==> config.mk <==
export PLATFORM = sky130hd
export DESIGN_NAME = mem_arbiter
export DESIGN_NICKNAME = d
export VERILOG_FILES = /design/src/rtl/soc_pkg.sv /design/src/rtl/arb_req_slot.sv /design/src/rtl/mem_arbiter.sv
export SDC_FILE = /design/constraint.sdc
export NUM_CORES = 1
export LEC_CHECK = 0
export ABC_AREA = 1
export CELL_PAD_IN_SITES_DETAIL_PLACEMENT = 1
export CELL_PAD_IN_SITES_GLOBAL_PLACEMENT = 2
export CORE_MARGIN = 3
export CORE_UTILIZATION = 24
export DETAILED_ROUTE_END_ITERATION = 6
export PLACE_DENSITY_LB_ADDON = 0.1
export SYNTH_ARGS = -nofsm -noshare
export SYNTH_HDL_FRONTEND = slang
export SYNTH_SLANG_ARGS = --single-unit
==> constraint.sdc <==
create_clock -name clock -period 1.9 [get_ports clock]
set_input_delay 0.285 -clock clock [delete_from_list [all_inputs] [get_ports clock]]
set_output_delay 0.285 -clock clock [all_outputs]
set_load 0.05 [all_outputs]
==> src/rtl/soc_pkg.sv <==
// rtl/soc_pkg.sv - shared types for the SoC memory-port arbiter
package soc_pkg;

    typedef enum logic [1:0] {
        ARB_IDLE     = 2'd0,
        ARB_WAIT_IFU = 2'd1,
        ARB_WAIT_LSU = 2'd2
    } arb_state;

    typedef enum logic {
        OWN_IFU = 1'b0,
        OWN_LSU = 1'b1
    } arb_owner;

    localparam int STATE_STR_CHARS = 12;

    // Fixed-width ASCII name of an arbiter state, for waveform debug
    function automatic logic [8*STATE_STR_CHARS-1:0] arb_state_name(input arb_state s);
        case (s)
            ARB_IDLE:     return "ARB_IDLE    ";
            ARB_WAIT_IFU: return "ARB_WAIT_IFU";
            ARB_WAIT_LSU: return "ARB_WAIT_LSU";
            default:      return "ARB_INVALID ";
        endcase
    endfunction

endpackage

==> src/rtl/arb_req_slot.sv <==
// rtl/arb_req_slot.sv - one-entry holding register for a deferred request
module arb_req_slot #(
    parameter int W = 32
) (
    input  logic         clock,
    input  logic         reset,
    input  logic         load,
    input  logic         clear,
    input  logic [W-1:0] din,
    output logic         valid,
    output logic [W-1:0] data
);

    // Capture a request when told to; drop the valid bit once it has been issued
    always_ff @(posedge clock or negedge reset) begin
        if (!reset) begin
            valid <= 1'b0;
            data  <= '0;
        end else if (clear) begin
            valid <= 1'b0;
        end else if (load && !valid) begin
            valid <= 1'b1;
            data  <= din;
        end
    end

endmodule

==> src/rtl/mem_arbiter.sv <==
// rtl/mem_arbiter.sv - shares one memory port between fetch and load/store units
module mem_arbiter
    import soc_pkg::*;
#(
    parameter int AW        = 32,
    parameter int DW        = 32,
    parameter bit LSU_FIRST = 1'b1
) (
    input  logic                           clock,
    input  logic                           reset,
    input  logic                           ifu_reqValid,
    input  logic [AW-1:0]                  ifu_addr,
    output logic                           ifu_respValid,
    output logic [DW-1:0]                  ifu_rdata,
    input  logic                           lsu_reqValid,
    input  logic [AW-1:0]                  lsu_addr,
    input  logic                           lsu_wen,
    input  logic [DW-1:0]                  lsu_wdata,
    input  logic [DW/8-1:0]                lsu_wmask,
    output logic                           lsu_respValid,
    output logic [DW-1:0]                  lsu_rdata,
    output logic                           mem_reqValid,
    output logic [AW-1:0]                  mem_addr,
    output logic                           mem_wen,
    output logic [DW-1:0]                  mem_wdata,
    output logic [DW/8-1:0]                mem_wmask,
    input  logic                           mem_respValid,
    input  logic [DW-1:0]                  mem_rdata,
    output logic                           dbg_stray_err,
    output logic [8*STATE_STR_CHARS-1:0]   dbg_state_str
);

    localparam int MW = DW / 8;
    localparam int LW = AW + 1 + DW + MW;
    localparam arb_owner RR_INIT = LSU_FIRST ? OWN_LSU : OWN_IFU;

    arb_state state, state_nxt;
    arb_owner rr, rr_nxt;

    logic          ifu_slot_valid;
    logic [AW-1:0] ifu_slot_addr;
    logic          lsu_slot_valid;
    logic [LW-1:0] lsu_slot_data;
    logic [LW-1:0] lsu_live;

    logic [AW-1:0] ifu_src_addr;
    logic [AW-1:0] lsu_src_addr;
    logic          lsu_src_wen;
    logic [DW-1:0] lsu_src_wdata;
    logic [MW-1:0] lsu_src_wmask;

    logic ifu_cand, lsu_cand;
    logic grant_ifu, grant_lsu;
    logic ifu_resp, lsu_resp, stray_resp;

    logic [AW-1:0] iss_addr;
    logic [DW-1:0] iss_wdata;
    logic [MW-1:0] iss_wmask;
    logic [DW-1:0] ifu_rdata_q;
    logic [DW-1:0] lsu_rdata_q;
    logic          stray_err_q;

    assign lsu_live = {lsu_addr, lsu_wen, lsu_wdata, lsu_wmask};

    // A pending slot takes precedence over a live pulse; a pulse on top of a full slot is dropped
    assign ifu_cand     = ifu_slot_valid | ifu_reqValid;
    assign lsu_cand     = lsu_slot_valid | lsu_reqValid;
    assign ifu_src_addr = ifu_slot_valid ? ifu_slot_addr : ifu_addr;
    assign {lsu_src_addr, lsu_src_wen, lsu_src_wdata, lsu_src_wmask} =
        lsu_slot_valid ? lsu_slot_data : lsu_live;

    arb_req_slot #(.W(AW)) u_ifu_slot (
        .clock (clock),
        .reset (reset),
        .load  (ifu_reqValid && !grant_ifu),
        .clear (grant_ifu),
        .din   (ifu_addr),
        .valid (ifu_slot_valid),
        .data  (ifu_slot_addr)
    );

    arb_req_slot #(.W(LW)) u_lsu_slot (
        .clock (clock),
        .reset (reset),
        .load  (lsu_reqValid && !grant_lsu),
        .clear (grant_lsu),
        .din   (lsu_live),
        .valid (lsu_slot_valid),
        .data  (lsu_slot_data)
    );

    // Grant selection, response routing and next-state decode
    always_comb begin
        grant_ifu  = 1'b0;
        grant_lsu  = 1'b0;
        rr_nxt     = rr;
        state_nxt  = state;
        ifu_resp   = 1'b0;
        lsu_resp   = 1'b0;
        stray_resp = 1'b0;
        case (state)
            ARB_IDLE: begin
                // No grant may leak out while reset is held, even for a live pulse
                if (reset) begin
                    if (ifu_cand && lsu_cand) begin
                        grant_lsu = (rr == OWN_LSU);
                        grant_ifu = (rr == OWN_IFU);
                        rr_nxt    = (rr == OWN_LSU) ? OWN_IFU : OWN_LSU;
                    end else begin
                        grant_ifu = ifu_cand;
                        grant_lsu = lsu_cand;
                    end
                end
                if (grant_ifu) begin
                    if (mem_respValid) ifu_resp = 1'b1;
                    else               state_nxt = ARB_WAIT_IFU;
                end else if (grant_lsu) begin
                    if (mem_respValid) lsu_resp = 1'b1;
                    else               state_nxt = ARB_WAIT_LSU;
                end else if (mem_respValid) begin
                    stray_resp = 1'b1;
                end
            end
            ARB_WAIT_IFU: begin
                if (mem_respValid) begin
                    ifu_resp  = 1'b1;
                    state_nxt = ARB_IDLE;
                end
            end
            ARB_WAIT_LSU: begin
                if (mem_respValid) begin
                    lsu_resp  = 1'b1;
                    state_nxt = ARB_IDLE;
                end
            end
            default: state_nxt = ARB_IDLE;
        endcase
    end

    // State and round-robin pointer registers
    always_ff @(posedge clock or negedge reset) begin
        if (!reset) begin
            state <= ARB_IDLE;
            rr    <= RR_INIT;
        end else begin
            state <= state_nxt;
            rr    <= rr_nxt;
        end
    end

    // Remember the issued request so the port keeps showing the owner's address while waiting
    always_ff @(posedge clock or negedge reset) begin
        if (!reset) begin
            iss_addr  <= '0;
            iss_wdata <= '0;
            iss_wmask <= '0;
        end else if (grant_lsu) begin
            iss_addr  <= lsu_src_addr;
            iss_wdata <= lsu_src_wdata;
            iss_wmask <= lsu_src_wmask;
        end else if (grant_ifu) begin
            iss_addr  <= ifu_src_addr;
            iss_wdata <= '0;
            iss_wmask <= '0;
        end
    end

    // Per-requester read data holds its last value between responses; stray responses stick
    always_ff @(posedge clock or negedge reset) begin
        if (!reset) begin
            ifu_rdata_q <= '0;
            lsu_rdata_q <= '0;
            stray_err_q <= 1'b0;
        end else begin
            if (ifu_resp)   ifu_rdata_q <= mem_rdata;
            if (lsu_resp)   lsu_rdata_q <= mem_rdata;
            if (stray_resp) stray_err_q <= 1'b1;
        end
    end

    assign mem_reqValid  = grant_ifu | grant_lsu;
    assign mem_addr      = grant_lsu ? lsu_src_addr  : (grant_ifu ? ifu_src_addr : iss_addr);
    assign mem_wen       = grant_lsu & lsu_src_wen;
    assign mem_wdata     = grant_lsu ? lsu_src_wdata : (grant_ifu ? '0 : iss_wdata);
    assign mem_wmask     = grant_lsu ? lsu_src_wmask : (grant_ifu ? '0 : iss_wmask);

    assign ifu_respValid = ifu_resp;
    assign lsu_respValid = lsu_resp;
    assign ifu_rdata     = ifu_resp ? mem_rdata : ifu_rdata_q;
    assign lsu_rdata     = lsu_resp ? mem_rdata : lsu_rdata_q;
    assign dbg_stray_err = stray_err_q;

    assign dbg_state_str = arb_state_name(state);

    ifu_slot_overrun: assert property (@(posedge clock) disable iff (!reset)
        !(ifu_reqValid && ifu_slot_valid));
    lsu_slot_overrun: assert property (@(posedge clock) disable iff (!reset)
        !(lsu_reqValid && lsu_slot_valid));

endmodule
==> results.yml, run 1 <==
floorplan:
  coreArea_sq_mm: 0.0459
  die_area_sq_mm: 0.0496
  io_pins: 371
  fp.dieW_um: 223
  fp-row-count: 78
  die_y_um: 223
  start_util_pct: 24.6
power:
  power.density_mw_per_mm2: 2260
  ir_drop_mv: 1.33
  cellLeakagePower_nw: 8.93
clock_tree:
  clock-sinks: 239
  cts-buffers-inserted: 31
  cts_tree: "done"
  clock_latency_ns: 0.57
  clkTransAtPathRegs_ns: 0.06
  clock_path_buffers: 3
  cts_hold_buffers: 0
  htreeDepth: 1
  cts-root-buf: "clkbuf_16"
layout:
  final_core_util_pct: 42.8
  diodes: 0
  layout_common_cells: "nand2_1, dfrtp_1, buf_12"
  drive_above_1_share_pct: 33.5
  synthToLayoutAreaGrowth_pct: 74.3
  fill_cells: 4999
  final_nets: 1811
  final_common_cell: "nand2_1"
sta:
  period_share_pct: 140
  hold_viol_final: 24
  maxSlewViolCount: 0
  rsz0062_at_grt: "yes"
  finalHoldWorstSlack_ns: -0.0961
  finalSetupViolations: 241
  worst_slack_ns: -0.767
  finalClockSkew_ns: 0.0111
  fin_setup_tns_ns: -100.07
  relSlewSlack_pct: 25.1
  worst_pin_slew_ns: 1.12
  fmax_ghz: 0.375
  post-route-min-period_ns: 2.67
logic_synthesis:
  synth.top_cell.area_share_pct: 52.9
  yosys-top-cells-area: "dfrtp_1, nand2_1, o21ai_0"
  synthMuxAreaShare_pct: 0
  synth_compound_area_share_pct: 17.2
  synth_top_family_by_area: "compound AO/OA/AOI/OAI gates"
  syn_avg_cell_area_sq_um: 8.63
  yosys.area_share.xor_xnor_pct: 0.0777
  synth_fa_ha_area_share_pct: 0.666
  ys_seq_elements: 239
  yosysUniqueCellTypes: 25
  yosys.area_share.simple_pct: 14.0
  synth_top_area_cell: "dfrtp_1"
  netlist_area_sq_mm: 0.0113
  syn_inst: 1305
  ys_warn_count: 0
  ys_seq_area_share_pct: 53.1
global_route:
  grt_pass1_wl_um: 64200
  grt.overflow.total: 0
  grt_usage_pct: 16.4
  grt_max_degree: 170
  antenna_found_initial: 4
  grt_pass1_vias: 10296
status:
  violations: "negative hold slack, negative setup slack"
  status: "finished with violations"
detailed_routing:
  vias: 9811
  drt_iter0_markers: 389
  ant_nets: 0
  dr.pass1.iters: 4
  drt-wirelength-per-cell_um: 18.6
  avgViaCountPerCell: 4.29
  post-route-drc-count: 0
  drt_wl_total_um: 42500
place:
  place_congestion: 0.728
  dpl.hpwl_um: 29800
  io_buffer_count: 313
worst_setup_path:
  end_kind: "output pin"
  critPathMaxFanout: 19
  critPathArrivalTime_ns: 2.38
  crit_required_ns: 1.62
  critPathKind: "reg -> out"
  startpoint_type: "flip-flop"
min_path:
  hold_path.class: "in -> async"
job:
  drv_cap: 0
report_power, final:
group / leakage (nW) / internal, mW / switching (mW)
Sequential: 2.98 / 7.40 / 0.891
Combinational: 5.45 / 12.9 / 17.4
Clock: 0.501 / 3.53 / 2.35
cell usage after synthesis:
cell type  number
o21ai_1        91
nor2_1          9
o21ai_0       159
clkbuf_1       29
ha_1            6
buf_4         101
clkbuf_2        1
buf_6           8
nand2_2         1
nor2_2          1
a31o_2          1
nor3_4          1
o211ai_1       64
buf_2          29
conb_1          2
nand2_1       344
o21ai_2        21
xor2_1          1
nand3_2         3
a21oi_1         2
nand3_1        38
dfrtp_1       238
buf_1           2
inv_1         152
dfstp_2         1
path summary, 6_finish.rpt:
kind | startpoint | endpoint | slack [ns] | cells after the start
worst min register to register | dbg_stray_err | dbg_stray_err | 0.49 | 1
worst max register to register | u_lsu_slot.valid | u_lsu_slot.data[48] | -0.06 | 9
worst max-delay path | state[1] | ifu_rdata[14] | -0.77 | 10
max in group asynchronous | reset | iss_wdata[20] | 1.08 | 3
worst min-delay path | reset | ifu_rdata_q[23] | -0.1 | 3
min in group clock | lsu_addr[30] | u_lsu_slot.data[67] | 0.28 | 3
worst max-delay path, stage by stage (launching register included):
cell and delay, ns:
dfrtp_1 0.38, inv_2 0.09, ha_4 0.17, buf_4 0.12
nand3_4 0.14, nand2_4 0.10, nand2_4 0.12, buf_12 0.21
buf_4 0.15, o21ai_4 0.15, buf_12 0.16
what timing repair did:
action / CTS / global route
gates resized for setup: 90 / 27
hold endpoints to repair: 0 / 0
endpoints found under the setup margin: 202 / 262
buffers inserted: 12 / 16
pin swaps: 5 / 25
cloned: 4 / 6
stage by stage:
stage,hold WS [ns],setup WS (ns),cells,instance area [sq um],total power [mW]
finish,-0.0961,-0.767,2288,19600,44.4
global route,0.00852,-0.885,2288,19600,46.7
CTS,0.0775,-0.784,2269,19300,44.4
detailed placement,0.473,-0.544,2200,17700,37.2
global placement,0.463,-0.511,2200,17700,36.9
floorplan,-0.0106,-0.254,1360,12600,24.5
flip-flops by register name, indices dropped and copies added, names as in the netlist:
| name | count |
|---|---|
| u_lsu_slot.valid | 1 |
| iss_wdata | 32 |
| u_ifu_slot.data | 32 |
| state | 2 |
| lsu_rdata_q | 32 |
| rr | 1 |
| dbg_stray_err | 1 |
| u_ifu_slot.valid | 1 |
| u_lsu_slot.data | 69 |
| iss_addr | 32 |
| iss_wmask | 4 |
| ifu_rdata_q | 32 |
area by class of cell:
class | instances | area [sq um] | share of cell area [%]
clock buffer | 47 | 946 | 4.82
clock inverter | 7 | 66.3 | 0.338
inverter | 152 | 604 | 3.08
multi-input combinational | 799 | 5220 | 26.6
sequential | 239 | 5980 | 30.5
tap | 600 | 751 | 3.82
timing repair buffer | 444 | 6080 | 30.9
routing by layer:
metal | GRT usage (%) | part of all wire, % | up-vias
met5 | 0 | 0.099 | -
met2 | 27.3 | 48 | 209
li1 | - | - | 4764
met1 | 22.0 | 45 | 4791
met3 | 4.07 | 5.3 | 39
met4 | 2.71 | 1.6 | 8
cells by family after synthesis:
| group | count (synthesis) |
|---|---|
| fa+ha+maj | 6 |
| compound gates | 338 |
| other cells | 2 |
| simple gates | 397 |
| buf+inv | 322 |
| flops | 239 |
| xor+xnor | 1 |
Note: power is estimated with default switching activity, not from simulation.
==> run 2, diff against run 1 <==
--- a/config.mk
+++ b/config.mk
@@ -11,7 +11,7 @@
 export CORE_MARGIN = 3
 export CORE_UTILIZATION = 24
 export DETAILED_ROUTE_END_ITERATION = 6
-export PLACE_DENSITY_LB_ADDON = 0.1
+export PLACE_DENSITY_LB_ADDON = 0.15
 export SYNTH_ARGS = -nofsm -noshare
 export SYNTH_HDL_FRONTEND = slang
 export SYNTH_SLANG_ARGS = --single-unit
==> run 2 against run 1 <==
Core utilization up 3.1 points. Final area increased by 7.3%. The run ends with negative setup slack left. Highest routed layer unchanged. Via count is 4.1% higher.
==> results.yml, run 2 (synthesis results as in run 1) <==
detailed_routing:
  avgViaCountPerCell: 4.37
  drt_iter0_markers: 363
  drt-wirelength-per-cell_um: 19.8
  drt_wl_total_um: 46200
  ant_nets: 0
  dr.pass1.iters: 4
  post-route-drc-count: 0
  vias: 10212
place:
  io_buffer_count: 313
  dpl.hpwl_um: 29200
  place_congestion: 0.729
  dp.cells: 2194
  place_area_sq_mm: 0.0178
layout:
  layout_common_cells: "nand2_1, dfrtp_1, buf_12"
  largest-register: "u_lsu_slot.data"
  final_nets: 1854
  largest_reg_flops: 69
  final_common_cell: "nand2_1"
  drive_above_1_share_pct: 37.0
  synthToLayoutAreaGrowth_pct: 87.1
  fin_area_sq_mm: 0.0211
  fill_cells: 4930
  instances_no_fill: 2335
clock_tree:
  cts-root-buf: "clkbuf_16"
  cts-buffers-inserted: 31
  clock_path_buffers: 3
  clock_latency_ns: 0.57
  cts_tree: "done"
  htreeDepth: 1
  clkTransAtPathRegs_ns: 0.06
  clock-sinks: 239
floorplan:
  coreArea_sq_mm: 0.0459
  fp-row-count: 78
  die_area_sq_mm: 0.0496
  die_y_um: 223
  fp.dieW_um: 223
  io_pins: 371
  start_util_pct: 24.6
sta:
  maxSlewViolCount: 0
  fin_setup_tns_ns: -111.22
  post-route-min-period_ns: 2.70
  hold_viol_final: 0
  rsz0062_at_grt: "yes"
  finalSetupViolations: 245
  relSlewSlack_pct: 37.8
  finalClockSkew_ns: 0.0143
  period_share_pct: 142
  worst_slack_ns: -0.801
  fmax_ghz: 0.370
  worst_pin_slew_ns: 0.934
global_route:
  globalRouteMet1Util_pct: 23.6
  grt.overflow.total: 0
  antenna_found_initial: 4
  grt.busiest_layer: "met2"
  use_met2_pct: 30.7
  grt_usage_pct: 17.9
  grt_use_met3_pct: 3.65
  grt_max_degree: 158
  grt_pass1_vias: 11093
  grt_pass1_wl_um: 69700
power:
  power.density_mw_per_mm2: 2240
  cellLeakagePower_nw: 9.59
  total_power_mw: 47.2
  ir_drop_mv: 1.48
job:
  drv_cap: 0
worst_setup_path:
  crit_required_ns: 1.62
  critPathArrivalTime_ns: 2.42
  end_kind: "output pin"
  critPathMaxFanout: 5
  startpoint_type: "flip-flop"
  critPathKind: "reg -> out"
min_path:
  hold_path.class: "in -> reg"
status:
  status: "finished with violations"
  violations: "negative setup slack"
[run 2: metal layers]
| metal | vias to the layer above | wire, um |
|---|---|---|
| li1 | 4876 | - |
| met1 | 5048 | 20400 |
| met2 | 231 | 22700 |
| met3 | 53 | 2160 |
| met4 | 4 | 905 |
| met5 | - | 24 |
[run 2: per-stage QoR]
step	hold WS, ns	utilization, %	setup WS, ns
after floorplan	-0.0106	-	-0.254
after global placement	0.401	38.8	-0.540
after detailed placement	0.400	38.8	-0.529
after CTS	0.239	44.6	-0.825
after global routing	0.271	45.9	-0.941
final	0.280	45.9	-0.801
[run 2: report_power, final]
| group | internal (mW) | switching [mW] |
|---|---|---|
| combinational | 14.6 | 18.1 |
| clock | 3.76 | 2.39 |
| sequential | 7.40 | 0.943 |
[run 2: layout make-up]
class,instances,area (sq um),share of cell area (%)
clock inverters,12,141,0.671
diodes,2,5.00,0.0237
multi-input cells,800,5420,25.7
well taps,600,751,3.56
repair inverters,1,20.0,0.0950
repair buffers,485,7210,34.2
clock buffers,44,925,4.39
flip-flops and latches,239,5980,28.4
inverters,152,624,2.96
[run 2: worst paths after layout]
check | startpoint | endpoint | slack, ns | depth (start not counted)
worst min register to register | u_lsu_slot.data[3] | u_lsu_slot.data[3] | 0.48 | 2
worst max-delay path | state[1] | lsu_rdata[23] | -0.80 | 11
worst max register to register | state[1] | u_lsu_slot.data[14] | -0.16 | 12
min in group asynchronous | reset | ifu_rdata_q[1] | 0.33 | 3
worst min-delay path | lsu_wdata[31] | u_lsu_slot.data[35] | 0.28 | 3
max in group asynchronous | reset | lsu_rdata_q[16] | 0.29 | 4
[run 2: repair_timing]
item,4_1_cts,5_1_grt
endpoints found under the hold margin,36,0
pin swaps,13,25
hold buffers,1,0
endpoints found under the setup margin,258,307
cloned,26,15
buffers inserted,32,20
resized for setup,148,79
[run 2: worst max-delay path, stage by stage, from the launching register on]
cell and delay [ns]:
dfrtp_1 0.38, inv_2 0.09, ha_4 0.17, inv_4 0.04, nor3_4 0.23, nand2_8 0.12
nand2_8 0.10, buf_12 0.11, nand2_8 0.07, buf_16 0.19, o21ai_4 0.18, buf_12 0.16
==> run 3, diff against run 2 <==
--- a/config.mk
+++ b/config.mk
@@ -10,6 +10,7 @@
 export CELL_PAD_IN_SITES_GLOBAL_PLACEMENT = 2
 export CORE_MARGIN = 3
 export CORE_UTILIZATION = 24
+export CTS_CLUSTER_SIZE = 28
 export DETAILED_ROUTE_END_ITERATION = 6
 export PLACE_DENSITY_LB_ADDON = 0.15
 export SYNTH_ARGS = -nofsm -noshare
==> results of run 3 <==
The final DEF is identical to that of run 2; final timing and power are the same.
